`config.mk`:
```
export PLATFORM = sky130hd
export DESIGN_NAME = cpu_reg_file
export DESIGN_NICKNAME = d
export VERILOG_FILES = /design/src/rtl/cpu_reg_file.sv
export SDC_FILE = /design/constraint.sdc
export NUM_CORES = 1
export LEC_CHECK = 0
export CAP_MARGIN = 0
export CORE_AREA = 5 5 147 149
export CTS_CLUSTER_DIAMETER = 60
export DETAILED_ROUTE_END_ITERATION = 8
export DIE_AREA = 0 0 152 154
export DONT_BUFFER_PORTS = 1
export PLACE_DENSITY = 0.78
export SYNTH_ARGS = -nofsm -noshare
export SYNTH_HDL_FRONTEND = slang
export SYNTH_SLANG_ARGS = --single-unit
```
`constraint.sdc`:
```
create_clock -name clk -period 4.42 [get_ports clk]
set_input_delay 1.326 -clock clk [delete_from_list [all_inputs] [get_ports clk]]
set_output_delay 1.326 -clock clk [all_outputs]
set_load 0.005 [all_outputs]
```
`src/rtl/cpu_reg_file.sv`:
```
// rtl/cpu_reg_file.sv - SM83 multi-port register file with pair addressing, IDU and WZ copy
module cpu_reg_file #(
   parameter int          N_RD     = 2,
   parameter int          N_WR     = 2,
   parameter logic [15:0] SP_RESET = 16'hFFFE,
   parameter logic [15:0] PC_RESET = 16'h0000,
   parameter logic [7:0]  LDH_BASE = 8'hFF
) (
   input  logic                clk,
   input  logic                rst,
   input  logic [4*N_RD-1:0]   rd_sel,
   output logic [8*N_RD-1:0]   rd_data,
   input  logic [N_WR-1:0]     wr_en,
   input  logic [4*N_WR-1:0]   wr_sel,
   input  logic [8*N_WR-1:0]   wr_data,
   input  logic [2:0]          addr_sel,
   output logic [15:0]         addr_out,
   input  logic                idu_en,
   input  logic                idu_dec,
   input  logic                pair_wr_en,
   input  logic [2:0]          pair_wr_sel,
   input  logic [15:0]         pair_wr_data,
   input  logic [2:0]          copy_op,
   input  logic                flags_wr_en,
   input  logic [3:0]          flags_in,
   output logic [15:0]         pc_out,
   output logic [15:0]         sp_out
);

   // 8-bit register codes; 12..15 are unbacked and read as zero
   typedef enum logic [3:0] {
      REG_B   = 4'd0,
      REG_C   = 4'd1,
      REG_D   = 4'd2,
      REG_E   = 4'd3,
      REG_H   = 4'd4,
      REG_L   = 4'd5,
      REG_Z   = 4'd6,
      REG_A   = 4'd7,
      REG_SPH = 4'd8,
      REG_SPL = 4'd9,
      REG_W   = 4'd10,
      REG_F   = 4'd11
   } register_n_t;

   // 16-bit pair codes used by addr_sel and pair_wr_sel
   typedef enum logic [2:0] {
      RR_BC    = 3'd0,
      RR_DE    = 3'd1,
      RR_HL    = 3'd2,
      RR_SP    = 3'd3,
      RR_PC    = 3'd4,
      RR_WZ    = 3'd5,
      RR_LDH_Z = 3'd6,
      RR_LDH_C = 3'd7
   } register_nn_t;

   // WZ copy targets; bit 2 set selects a pair from bits [1:0]
   typedef enum logic [2:0] {
      COPY_NONE     = 3'd0,
      COPY_WZ_TO_AF = 3'd1,
      COPY_NOP_2    = 3'd2,
      COPY_NOP_3    = 3'd3,
      COPY_WZ_TO_BC = 3'd4,
      COPY_WZ_TO_DE = 3'd5,
      COPY_WZ_TO_HL = 3'd6,
      COPY_WZ_TO_SP = 3'd7
   } copy_wz_to_rr_op_t;

   localparam int         NREG      = 12;
   localparam logic [3:0] NREG_CODE = 4'd12;

   logic [7:0]  regs_q [NREG];
   logic [7:0]  regs_d [NREG];
   logic [15:0] pc_q;
   logic [15:0] pc_d;
   logic [15:0] idu_val;
   logic        idu_wb;
   logic        pair_wb;

   // High byte register of a byte-backed pair (BC, DE, HL, SP, WZ)
   function automatic logic [3:0] pair_hi(input logic [2:0] p);
      case (p)
         RR_BC:   pair_hi = REG_B;
         RR_DE:   pair_hi = REG_D;
         RR_HL:   pair_hi = REG_H;
         RR_SP:   pair_hi = REG_SPH;
         default: pair_hi = REG_W;
      endcase
   endfunction

   // Low byte register of a byte-backed pair (BC, DE, HL, SP, WZ)
   function automatic logic [3:0] pair_lo(input logic [2:0] p);
      case (p)
         RR_BC:   pair_lo = REG_C;
         RR_DE:   pair_lo = REG_E;
         RR_HL:   pair_lo = REG_L;
         RR_SP:   pair_lo = REG_SPL;
         default: pair_lo = REG_Z;
      endcase
   endfunction

   // Pair/address mux; LDH forms place the fixed high page over Z or C
   always_comb begin
      addr_out = 16'h0000;
      case (addr_sel)
         RR_BC:    addr_out = {regs_q[REG_B], regs_q[REG_C]};
         RR_DE:    addr_out = {regs_q[REG_D], regs_q[REG_E]};
         RR_HL:    addr_out = {regs_q[REG_H], regs_q[REG_L]};
         RR_SP:    addr_out = {regs_q[REG_SPH], regs_q[REG_SPL]};
         RR_PC:    addr_out = pc_q;
         RR_WZ:    addr_out = {regs_q[REG_W], regs_q[REG_Z]};
         RR_LDH_Z: addr_out = {LDH_BASE, regs_q[REG_Z]};
         default:  addr_out = {LDH_BASE, regs_q[REG_C]};
      endcase
   end

   assign idu_val = idu_dec ? (addr_out - 16'd1) : (addr_out + 16'd1);
   // LDH addresses are not real pairs, so they never take a write-back
   assign idu_wb  = idu_en && (addr_sel != RR_LDH_Z) && (addr_sel != RR_LDH_C);
   assign pair_wb = pair_wr_en && (pair_wr_sel != RR_LDH_Z) && (pair_wr_sel != RR_LDH_C);

   // Next state: writers applied lowest priority first so higher ones overwrite per byte
   always_comb begin
      regs_d = regs_q;
      pc_d   = pc_q;

      if (flags_wr_en) begin
         regs_d[REG_F] = {flags_in, 4'h0};
      end

      for (int p = 0; p < N_WR; p++) begin
         if (wr_en[p] && (wr_sel[4*p +: 4] < NREG_CODE)) begin
            regs_d[wr_sel[4*p +: 4]] = wr_data[8*p +: 8];
         end
      end

      if (idu_wb) begin
         if (addr_sel == RR_PC) begin
            pc_d = idu_val;
         end else begin
            regs_d[pair_hi(addr_sel)] = idu_val[15:8];
            regs_d[pair_lo(addr_sel)] = idu_val[7:0];
         end
      end

      if (pair_wb) begin
         if (pair_wr_sel == RR_PC) begin
            pc_d = pair_wr_data;
         end else begin
            regs_d[pair_hi(pair_wr_sel)] = pair_wr_data[15:8];
            regs_d[pair_lo(pair_wr_sel)] = pair_wr_data[7:0];
         end
      end

      case (copy_op)
         COPY_WZ_TO_AF: begin
            regs_d[REG_A] = regs_q[REG_W];
            regs_d[REG_F] = regs_q[REG_Z] & 8'hF0;
         end
         COPY_WZ_TO_BC, COPY_WZ_TO_DE, COPY_WZ_TO_HL, COPY_WZ_TO_SP: begin
            regs_d[pair_hi({1'b0, copy_op[1:0]})] = regs_q[REG_W];
            regs_d[pair_lo({1'b0, copy_op[1:0]})] = regs_q[REG_Z];
         end
         default: ;
      endcase

      // Low flag nibble does not exist in hardware
      regs_d[REG_F][3:0] = 4'h0;
   end

   // Storage update with asynchronous reset
   always_ff @(posedge clk or posedge rst) begin
      if (rst) begin
         for (int i = 0; i < NREG; i++) begin
            regs_q[i] <= 8'h00;
         end
         regs_q[REG_SPH] <= SP_RESET[15:8];
         regs_q[REG_SPL] <= SP_RESET[7:0];
         pc_q            <= PC_RESET;
      end else begin
         regs_q <= regs_d;
         pc_q   <= pc_d;
      end
   end

   // Asynchronous read ports, no bypass of same-cycle writes
   always_comb begin
      rd_data = '0;
      for (int p = 0; p < N_RD; p++) begin
         if (rd_sel[4*p +: 4] < NREG_CODE) begin
            rd_data[8*p +: 8] = regs_q[rd_sel[4*p +: 4]];
         end
      end
   end

   assign pc_out = pc_q;
   assign sp_out = {regs_q[REG_SPH], regs_q[REG_SPL]};

endmodule

```
# Yosys cells after proc, flatten, opt, wreduce, memory -nomap -nowiden
# Index checks and enable logic that the tools add are counted.
[op_classes]
n_addsub = 2
magnitude_cmp = 22
n_eq_ne = 22
muxes = 65
bitwise = 10
reduce_logical = 18
[op_table]
columns = ["cell", "n"]
rows = [
  ["$bwmux W96", 8],
  ["$mux W96", 6],
  ["$demux W8 S4", 8],
  ["$mux W8", 15],
  ["$pmux W16 S7", 1],
  ["$pmux W4 S4", 6],
  ["$mux W16", 5],
  ["$bmux W8 S4", 2],
  ["$mux W56", 1],
  ["$ge A5 B5 Y1 const B", 10],
  ["$not A4 Y5", 10],
  ["$lt A5 B1 Y1 const B", 8],
  ["$mux W4", 10],
  ["$pmux W8 S2", 2],
  ["$eq A3 B3 Y1 const B", 8],
  ["$mux W24", 1],
  ["$add A16 B1 Y16 const B", 1],
  ["$lt A4 B4 Y1 const B", 4],
  ["$sub A16 B1 Y16 const B", 1],
  ["$logic_and A1 B1 Y1", 14],
  ["$eq A3 B2 Y1 const B", 4],
  ["$ne A3 B3 Y1 const B", 4],
  ["$eq A3 B1 Y1 const B", 3],
  ["$logic_not A3 Y1", 2],
  ["other kinds (4)", 5],
]
[word_totals]
register_bits = 108
in_bits = 69
output_inout_bits = 64
elab_cells = 152

# Depth between registers and ports, before layout
# Gate-level depths: netlist of run 1.
[depth]
word_depth = 20
depth_mapped = 16

# Least setup slack after synthesis of run 1
# No wires, ideal clock.
[synth_path]
path_type = "input port to flip-flop"
startpoint = "in addr_sel[1]"
endpoint = "reg regs_q, in the netlist sp_out[10]"
setup_time_ns = 0.073
arrival_time_ns = 4.538
required_ns = 4.347
setup_slack_ns = -0.191
path_stages = 15
n_path_buf = 4
cell_sequence = "buf_6 > buf_2 > buf_1 > clkbuf_1 > nor2_1 > a22oi_1 > o221ai_1 > fa_1 > a211oi_2 > o21bai_1 > or4_1 > a41oi_2 > xnor2_1 > a21oi_1 > a21oi_1"
[synth_lines]
columns = ["item", "line_no", "rtl"]
rows = [
  ["start: declaration", "16", "input logic [2:0] addr_sel,"],
  ["end signal: indexed assignment", "178", "regs_q[REG_SPH] <= SP_RESET[15:8];"],
  ["end signal: indexed assignment", "179", "regs_q[REG_SPL] <= SP_RESET[7:0];"],
  ["end signal: assignment", "182", "regs_q <= regs_d;"],
  ["end: declaration", "73", "logic [7:0] regs_q [NREG];"],
]

==> results of run 1 <==
[worst min path at each step]
stage,start,endpoint,depth (start not counted)
5_1_grt,pc_out[4],pc_out[4],2
3_5_place_dp,pc_out[1],pc_out[1],2
4_1_cts,pc_out[1],pc_out[1],2
6_report,pc_out[1],pc_out[1],2
2_1_floorplan,pc_out[1],pc_out[1],2
3_3_place_gp,pc_out[1],pc_out[1],2
[placed cells by master (no fill, tap or decap), types with 6 or more instances in the layout]
cell	netlist	routed
nor2_1	161	161
a21oi_1	131	131
mux2i_1	129	129
nand2_1	127	127
o21ai_0	118	118
dfrtp_1	93	93
a211oi_1	70	70
o22ai_1	62	62
mux4_2	44	44
buf_4	17	44
nand2b_1	18	18
inv_1	19	18
dfstp_2	15	15
and3_1	14	14
a22oi_1	14	14
nor3_1	15	14
ha_1	14	14
nor2b_1	12	12
nand3_1	12	12
mux2_2	12	12
a21o_1	11	11
a221oi_1	10	10
clkbuf_16	0	9
and2_1	6	6
o21ai_1	6	6
[metrics by stage]
step | cell area [µm²] | total power [mW] | utilization [%] | TNS, ns
after floorplan | 10900 | 3.30 | - | 0
after global placement | 11000 | 4.03 | 54.7 | 0
after global routing | 11300 | 5.32 | 56.3 | 0
final | 11300 | 5.16 | 56.4 | 0
after detailed placement | 11000 | 4.09 | 54.7 | -0.0266
after CTS | 11300 | 5.00 | 56.3 | 0
[cells in the mapped netlist, drive strengths merged, types with 2 or more instances]
cell,n
nand2b,18
nand4,5
and3b,2
dfstp,15
a41oi,4
ha,14
o21ai,127
a221oi,10
clkbuf,74
o22ai,62
and2,6
a211o,5
buf,67
a211oi,72
nor2,166
and3,14
o211ai,5
nor3,16
a31oi,4
and4b,2
o221ai,3
a21oi,134
or2,6
mux2i,129
nand3b,5
mux4,44
mux2,12
nand2,128
o31ai,3
a22oi,15
inv,20
nor3b,6
xor2,6
xnor2,7
a21o,11
nand3,13
nor2b,12
dfrtp,93
[flip-flops by register name (all words and copies together), names as in the netlist]
signal and count:
regs_q 76, sp_out 16, pc_out 16
[per-layer routing]
metal,vias up,global-route usage [%],part of all wire (%)
li1,4823,-,-
met1,5383,44.5,33
met2,1037,57.8,42
met3,325,16.8,16
met4,4,24.3,8.7
met5,-,0,0.17
[power breakdown]
part	switching, mW	leakage (nW)	internal, mW
Clock	0.434	0.156	0.502
Combinational	1.21	3.24	1.05
Sequential	0.645	1.26	1.31
[critical path: cells and delay by family]
| family | cells | cell delay [ns] |
|---|---|---|
| mux | 1 | 0.18 |
| xor+xnor | 1 | 0.36 |
| fa+ha+maj | 1 | 0.46 |
| compound gates | 7 | 1.39 |
| simple gates | 2 | 0.65 |
[logic make-up after synthesis]
| logic type | Yosys count | share of synthesized area [%] |
|---|---|---|
| flops | 108 | 24.9 |
| buf+inv | 161 | 6.60 |
| fa+ha+maj | 15 | 1.79 |
| mux | 185 | 22.2 |
| compound gates | 465 | 26.5 |
| simple gates | 404 | 16.8 |
| xor+xnor | 13 | 1.25 |
[layout make-up]
class | instances | area (µm²)
diodes | 4 | 10.0
fillers | 1894 | 8740
flip-flops and latches | 108 | 2720
inverters | 20 | 77.6
clock inverters | 7 | 98.8
repair buffers | 45 | 350
well taps | 270 | 338
clock buffers | 9 | 225
multi-input cells | 1082 | 7480
==> metrics.md, run 1 <==
| Metric | Value |
|---|---|
| Mapped Area | 10900 µm² |
| Worst Tran Pin Value | 1.04 ns |
| Layout Area Growth over Synthesis | 3.57% |
| Post-route ant nets | 0 |
| Synth cell types | 77 |
| MaxCap Viol Count | 0 |
| DRT iter0 DRCs | 2182 |
| Crit path capture type | flip-flop |
| Most used cell, CP | a21oi_1 |
| Total GRT Usage | 38.2% |
| Crit-path max cell delay | 0.46 ns |
| CP cell instances | mux2i_1 -> o21ai_1 -> a211o_2 -> and2_1 -> fa_1 -> a211oi_2 -> o21bai_1 -> or4_1 -> a41oi_2 -> xnor2_1 -> a21oi_1 -> a21oi_1 |
| Slowest CP cell | fa_1 |
| FF-to-FF End | regs_q[58] |
| # hold bufs at CTS | 0 |
| IO Port Bufs | 0 |
| Sequential area share after synthesis | 24.9% |
| Synth Area per Inst | 8.08 µm² |
| Tmin final | 4.07 ns |
| Slew Viols, Final | 0 |
| Clock Tree Buf Depth | 2 |
| CTS H-tree depth | 3 |
| Syn Inst Count | 1351 |
| Startpoint Class | primary input |
| Layout cells sized above 1 | 13.5% |
| I/O pins | 133 |
| Total gr overflow | 0 |
| Clock-pin slew on the worst setup and hold paths | 0.08 ns |
| Reg2Reg Setup Slack | 0.71 ns |
| DR DRC count | 0 |
| Post-DP HPWL | 34100 µm |
| 1st-pass router iterations | 8 |
| TritonCTS clock tree | done |
| CP Capture Point | regs_q[58] |
| Largest net degree at the start of global routing | 65 |
| Worst reg2reg path depth | 11 |
| Final WL | 46600 µm |
| Synth top area share | 21.3% |
| Routability congestion estimate | 1.04 |
| Root Buffer | clkbuf_16 |
| Relative slew slack | 30.6% |
| Unrepaired setup endpoints after global routing | false |
| Reg2reg start | sp_out[0] |
| Die area | 23400 µm² |
| CP startpoint | addr_sel[1] |
| DR vias | 11600 |
| Synth warnings | 0 |
| Syn_nets | 1435 |
| CP required | 4.72 ns |
| Pre-CTS WS | -0.0266 ns |
| Synth area leader | dfrtp_1 |
| Top FF cell, synth | dfrtp_1 |
| Final WS setup | 0.355 ns |
| Clock sink count | 108 |
| Drt wl/cell | 30.1 µm |
| Height of the die | 154 µm |
| Worst Path Arrival | 4.36 ns |
| CP max FO | 57 |
| Rows | 52 |
| Setup Viol. Count Final | 0 |
| Worst vdd ir | 0.000205 V |
| Postcts setup bufs | 0 |
| Clk_lat worst skew | 0.38 ns |
| Min-Delay Path Class | flip-flop to flip-flop |
| Skew final | 0.00809 ns |
| Antenna violations before repair | 3 |
| Critical path class | primary input to flip-flop |
| Hold Vio Cnt, Final | 0 |
| Core area | 20000 µm² |
| Part of the cycle the worst path needs | 92.0% |
| Synth top area cells | dfrtp_1 21%, mux2i_1 12%, mux4_2 9.1% |
| Fin cells | 1545 |
| Static leakage | 4.65 nW |
| Number of synthesized flops with an enable pin | 0 |
| TritonCTS buffer count | 9 |
| Initial Utilization | 54.5% |
| Max Fclk | 0.246 GHz |
| Power per cell area | 456 nW/µm² |
| Resized Gates After CTS | 0 |
| Via/cell ratio | 7.49 |
| NumNets Final | 1350 |
| Status | complete, no violations |
| Synth Register Bits | 108 |
| Post-synth ARST share | 100% |
| Die X-Extent | 152 µm |
| Placed cells | 1525 |
| First-pass GRT wire length | 68200 µm |
| Vias in the first global route | 10600 |
| Hold_ws | 0.630 ns |
Note: power is estimated with default switching activity, not from simulation.
==> run 2: changes to the inputs <==
Settings changed: REMOVE_ABC_BUFFERS set to 1.
==> run 2 against run 1 <==
  * Via count is 1.3% lower
  * Register-to-register slack about the same
  * Non-clock buffer count unchanged
  * Hold slack better by 0.010 ns
  * Count of clock-buffer cells in the layout rose by 1
  * Flip-flop and latch count unchanged
  * Maximum frequency decreased by 4.1%
  * Clock skew increased by 0.0027 ns
  * Combinational power about the same
  * Cell count fell by 0.26%
  * Die area unchanged
  * Routed wire length down 3.5%
==> metrics.md, run 2 (synthesis results as in run 1) <==
| Metric | Value |
|---|---|
| Status | complete, no violations |
| Via/cell ratio | 7.41 |
| Clock sink count | 108 |
| Antenna Cells | 0 |
| Clk_lat worst skew | 0.37 ns |
| Slew Viols, Final | 0 |
| CP Capture Point | regs_q[55] |
| Reg with most FFs | regs_q |
| First-pass GRT wire length | 66700 µm |
| CTS H-tree depth | 3 |
| DR vias | 11400 |
| Total gr overflow | 0 |
| Part of the cycle the worst path needs | 95.9% |
| Max reg flops | 76 |
| Max Fclk | 0.236 GHz |
| Commonest non-fill, non-tap cells in the layout | 161 x nor2_1, 131 x a21oi_1, 129 x mux2i_1 |
| Power per cell area | 444 nW/µm² |
| Clock-pin slew on the worst setup and hold paths | 0.08 ns |
| DR DRC count | 0 |
| DRT iter0 DRCs | 1767 |
| Die area | 23400 µm² |
| Unrepaired setup endpoints after global routing | false |
| CP required | 4.65 ns |
| Fillers | 1871 |
| Hold_ws | 0.640 ns |
| Reg2Reg Setup Slack | 0.71 ns |
| Final TNS setup | 0 ns |
| Clock Tree Buf Depth | 2 |
| Clk pwr share | 17.3% |
| FF-to-FF End | pc_out[14] |
| Static leakage | 4.64 nW |
| Switching share of power | 44.0% |
| Resized Gates After CTS | 0 |
| Final WL | 44900 µm |
| CP startpoint | addr_sel[0] |
| Postcts setup bufs | 0 |
| IO Port Bufs | 0 |
| Skew final | 0.0108 ns |
| Critical path class | primary input to flip-flop |
| Min-Delay Path Class | flip-flop to flip-flop |
| Worst Tran Pin Value | 0.947 ns |
| Startpoint Class | primary input |
| Die X-Extent | 152 µm |
| Area of the multi-input gates | 7480 µm² |
| Vias in the first global route | 10500 |
| Reg area | 2720 µm² |
| Reg2reg start | sp_out[0] |
| Relative slew slack | 36.7% |
| Psw | 2.20 mW |
| Design area | 11300 µm² |
| Drt wl/cell | 29.2 µm |
| TritonCTS buffer count | 9 |
| Worst reg2reg path depth | 11 |
| Total GRT Usage | 36.9% |
| Crit path capture type | flip-flop |
| Post-DP HPWL | 33700 µm |
| Worst Path Arrival | 4.47 ns |
| Largest net degree at the start of global routing | 65 |
| Hold Vio Cnt, Final | 0 |
| Layout cells sized above 1 | 13.5% |
| Routability congestion estimate | 1.04 |
| CP max FO | 64 |
| Antenna violations before repair | 2 |
| NumNets Final | 1350 |
| 1st-pass router iterations | 6 |
| Rows | 52 |
| Setup Viol. Count Final | 0 |
| I/O pins | 133 |
| Int Power | 2.80 mW |
| Layout Area Growth over Synthesis | 3.18% |
| Commonest non-fill, non-tap cell in the layout | nor2_1 |
| Post-route ant nets | 0 |
| Height of the die | 154 µm |
| Post-place instance area | 11000 µm² |
| TritonCTS clock tree | done |
| Combinational power share | 45.6% |
| Initial Utilization | 54.5% |
| Worst vdd ir | 0.000252 V |
| # hold bufs at CTS | 0 |
| Core area | 20000 µm² |
| Sequential Power Share | 37.1% |
| Tmin final | 4.24 ns |
| MaxCap Viol Count | 0 |
| Layout Utilization | 56.2% |
| Root Buffer | clkbuf_16 |
run 2: power by group through the flow:
| stage | clock, mW | sequential (mW) | combinational [mW] |
|---|---|---|---|
| 3_3_place_gp | 0 | 1.81 | 2.16 |
| 2_1_floorplan | 0 | 1.58 | 1.56 |
| 3_5_place_dp | 0 | 1.82 | 2.21 |
| 4_1_cts | 0.863 | 1.81 | 2.22 |
| 5_1_grt | 0.898 | 1.85 | 2.44 |
| 6_report | 0.866 | 1.85 | 2.28 |
run 2: how the worst min path moves through the flow:
stage	start	endpoint	cells after the start
after CTS	pc_out[4]	pc_out[4]	2
after global routing	pc_out[4]	pc_out[4]	2
after detailed placement	pc_out[4]	pc_out[4]	2
after floorplan	pc_out[1]	pc_out[1]	2
final	pc_out[1]	pc_out[1]	2
after global placement	pc_out[4]	pc_out[4]	2
run 2: final cells by class:
class	count	share of cell area, %
Clock buffer	10	2.03
Clock inverter	6	0.556
Inverter	20	0.689
Multi-Input combinational cell	1082	66.4
Sequential cell	108	24.2
Tap cell	270	3.00
Timing Repair Buffer	45	3.11
run 2: per-layer routing:
metal | vias to the layer above | wire length [µm] | track usage [%]
li1 | 4826 | - | -
met1 | 5328 | 15700 | 46.8
met2 | 1014 | 19300 | 55.3
met3 | 247 | 6410 | 11.2
met4 | 6 | 3470 | 23.0
met5 | - | 40 | 0
run 2: worst max-delay path: stages:
cell and delay [ns]:
mux2_2 0.35, a221oi_1 0.35, o21ai_0 0.27, ha_1 0.41, a21o_1 0.18, a31o_1 0.24
a32oi_4 0.30, nand3_2 0.14, or2_1 0.24, a311oi_1 0.44, o21ai_0 0.19
run 2: per-stage QoR:
stage / total power, mW / instances / worst slack [ns]
finish: 4.99 / 1541 / 0.180
global route: 5.19 / 1541 / 0.0653
CTS: 4.89 / 1541 / 0.324
detailed placement: 4.03 / 1525 / -0.0575
global placement: 3.97 / 1525 / -0.0392
floorplan: 3.14 / 1210 / 0.216
==> run 3: changes to the inputs <==
Settings changed: CORE_AREA 5 5 147 149 to 2 2 144 146, DIE_AREA 0 0 152 154 to 0 0 146 148, SKIP_CTS_REPAIR_TIMING set to 1.
==> run 3 against run 2 <==
  * Flip-flop and latch count stayed put
  * Design area is 0.31% higher
  * Die area is 7.7% lower
  * First-iteration DRC count is 7.8% lower
  * Utilization is 0.17 points higher
  * Global-route usage is 5.6 points higher
  * Critical path type unchanged
  * Largest cell class unchanged
==> metrics.md, run 3 (synthesis results as in run 1) <==
| Metric | Value |
|---|---|
| Rows | 52 |
| Commonest non-fill, non-tap cell in the layout | nor2_1 |
| Clk_lat worst skew | 0.38 ns |
| Die area | 21600 µm² |
| Tmin final | 4.13 ns |
| 1st-pass router iterations | 6 |
| Worst Path Arrival | 4.37 ns |
| Vias in the first global route | 10900 |
| Initial Utilization | 54.5% |
| CP cell instances | mux2i_1 -> o21ai_1 -> a211o_2 -> and2_1 -> fa_1 -> a211oi_2 -> o21bai_1 -> o41ai_2 -> o21ai_2 -> and4b_1 -> nor3_2 -> o21ai_0 |
| I/O pins | 133 |
| DR DRC count | 0 |
| Post-DP HPWL | 33900 µm |
| CP required | 4.66 ns |
| Reg area | 2720 µm² |
| Die X-Extent | 146 µm |
| Setup Viol. Count Final | 0 |
| First-pass GRT wire length | 69400 µm |
| MaxCap Viol Count | 0 |
| Crit path capture type | flip-flop |
| Total gr overflow | 0 |
| Worst vdd ir | 0.000220 V |
| Reg with most FFs | regs_q |
| Root Buffer | clkbuf_16 |
| Height of the die | 148 µm |
| Power per cell area | 448 nW/µm² |
| Min-Delay Path Class | flip-flop to flip-flop |
| Worst reg2reg path depth | 12 |
| Startpoint Class | primary input |
| DRT iter0 DRCs | 1630 |
| Fillers | 1920 |
| CTS H-tree depth | 3 |
| IO Port Bufs | 0 |
| Final WL | 46600 µm |
| FF-to-FF End | pc_out[14] |
| Reg2reg start | regs_q[80] |
| Reg2Reg Setup Slack | 0.75 ns |
| DR vias | 11600 |
| Clock Tree Buf Depth | 2 |
| Antenna violations before repair | 1 |
| Layout Area Growth over Synthesis | 3.50% |
| Slowest CP cell | fa_1 |
| Unrepaired setup endpoints after global routing | false |
| CP max FO | 57 |
| TritonCTS buffer count | 9 |
| Worst Tran Pin Value | 0.956 ns |
| Static leakage | 4.65 nW |
| Slew Viols, Final | 0 |
| Area of the multi-input gates | 7480 µm² |
| Status | complete, no violations |
| Total GRT Usage | 42.6% |
| Via/cell ratio | 7.50 |
| NumNets Final | 1351 |
| Part of the cycle the worst path needs | 93.5% |
| Core area | 20000 µm² |
| Clock sink count | 108 |
| Hold_ws | 0.613 ns |
| Commonest non-fill, non-tap cells in the layout | 161 x nor2_1, 131 x a21oi_1, 129 x mux2i_1 |
| Skew final | 0.0143 ns |
| Relative slew slack | 36.2% |
| Layout cells sized above 1 | 13.6% |
| Critical path class | primary input to flip-flop |
| Routability congestion estimate | 1.04 |
| CP startpoint | addr_sel[1] |
| Hold Vio Cnt, Final | 0 |
| TritonCTS clock tree | done |
| Drt wl/cell | 30.2 µm |
| Clock-pin slew on the worst setup and hold paths | 0.09 ns |
| Crit-path max cell delay | 0.47 ns |
| Post-route ant nets | 0 |
| Largest net degree at the start of global routing | 83 |
| Max Fclk | 0.242 GHz |
| CP Capture Point | pc_out[14] |
| Max reg flops | 76 |
| Final TNS setup | 0 ns |
[run 3: area by class of cell]
class	count	share of cell area, %
diodes	1	0.0222
clock buffers	9	1.99
clock inverters	7	0.809
inverters	20	0.687
multi-input cells	1082	66.2
flip-flops and latches	108	24.1
well taps	270	2.99
repair buffers	46	3.17
[run 3: worst max-delay path, delay by kind of cell]
kind	cells	cell delay, ns
AOI/OAI and AO/OA	7	1.57
muxes	1	0.18
and+or+nand+nor	3	0.80
adders and majority gates	1	0.47
[run 3: stage by stage]
step	power, mW	setup WS, ns	cell area (µm²)	util (%)	instances
finish	5.05	0.288	11300	56.4	1543
CTS	4.92	0.337	11300	56.3	1542
global placement	3.97	0.0428	11000	54.8	1526
global route	5.23	0.202	11300	56.3	1542
detailed placement	4.02	-0.0422	11000	54.8	1526
floorplan	3.14	0.216	10300	-	1210
[run 3: worst min-delay path by stage]
| stage | startpoint | to | slack (ns) | depth (start not counted) |
|---|---|---|---|---|
| 2_1_floorplan | pc_out[1] | pc_out[1] | 0.55 | 2 |
| 3_3_place_gp | pc_out[2] | pc_out[2] | 0.59 | 2 |
| 3_5_place_dp | pc_out[2] | pc_out[2] | 0.60 | 2 |
| 4_1_cts | pc_out[4] | pc_out[4] | 0.62 | 2 |
| 5_1_grt | pc_out[4] | pc_out[4] | 0.66 | 2 |
| 6_report | pc_out[4] | pc_out[4] | 0.61 | 2 |
[run 3: power breakdown]
group | internal [mW] | leakage [nW] | switching (mW)
registers | 1.31 | 1.26 | 0.577
clock network | 0.455 | 0.151 | 0.458
logic | 1.04 | 3.24 | 1.22
[run 3: layer usage]
metal | vias to the layer above | GRT usage [%] | routed length (µm)
li1 | 4818 | - | -
met1 | 5429 | 53.2 | 16100
met2 | 1056 | 63.7 | 20200
met3 | 275 | 14.0 | 6650
met4 | 0 | 27.0 | 3680
met5 | - | 0.227 | 0
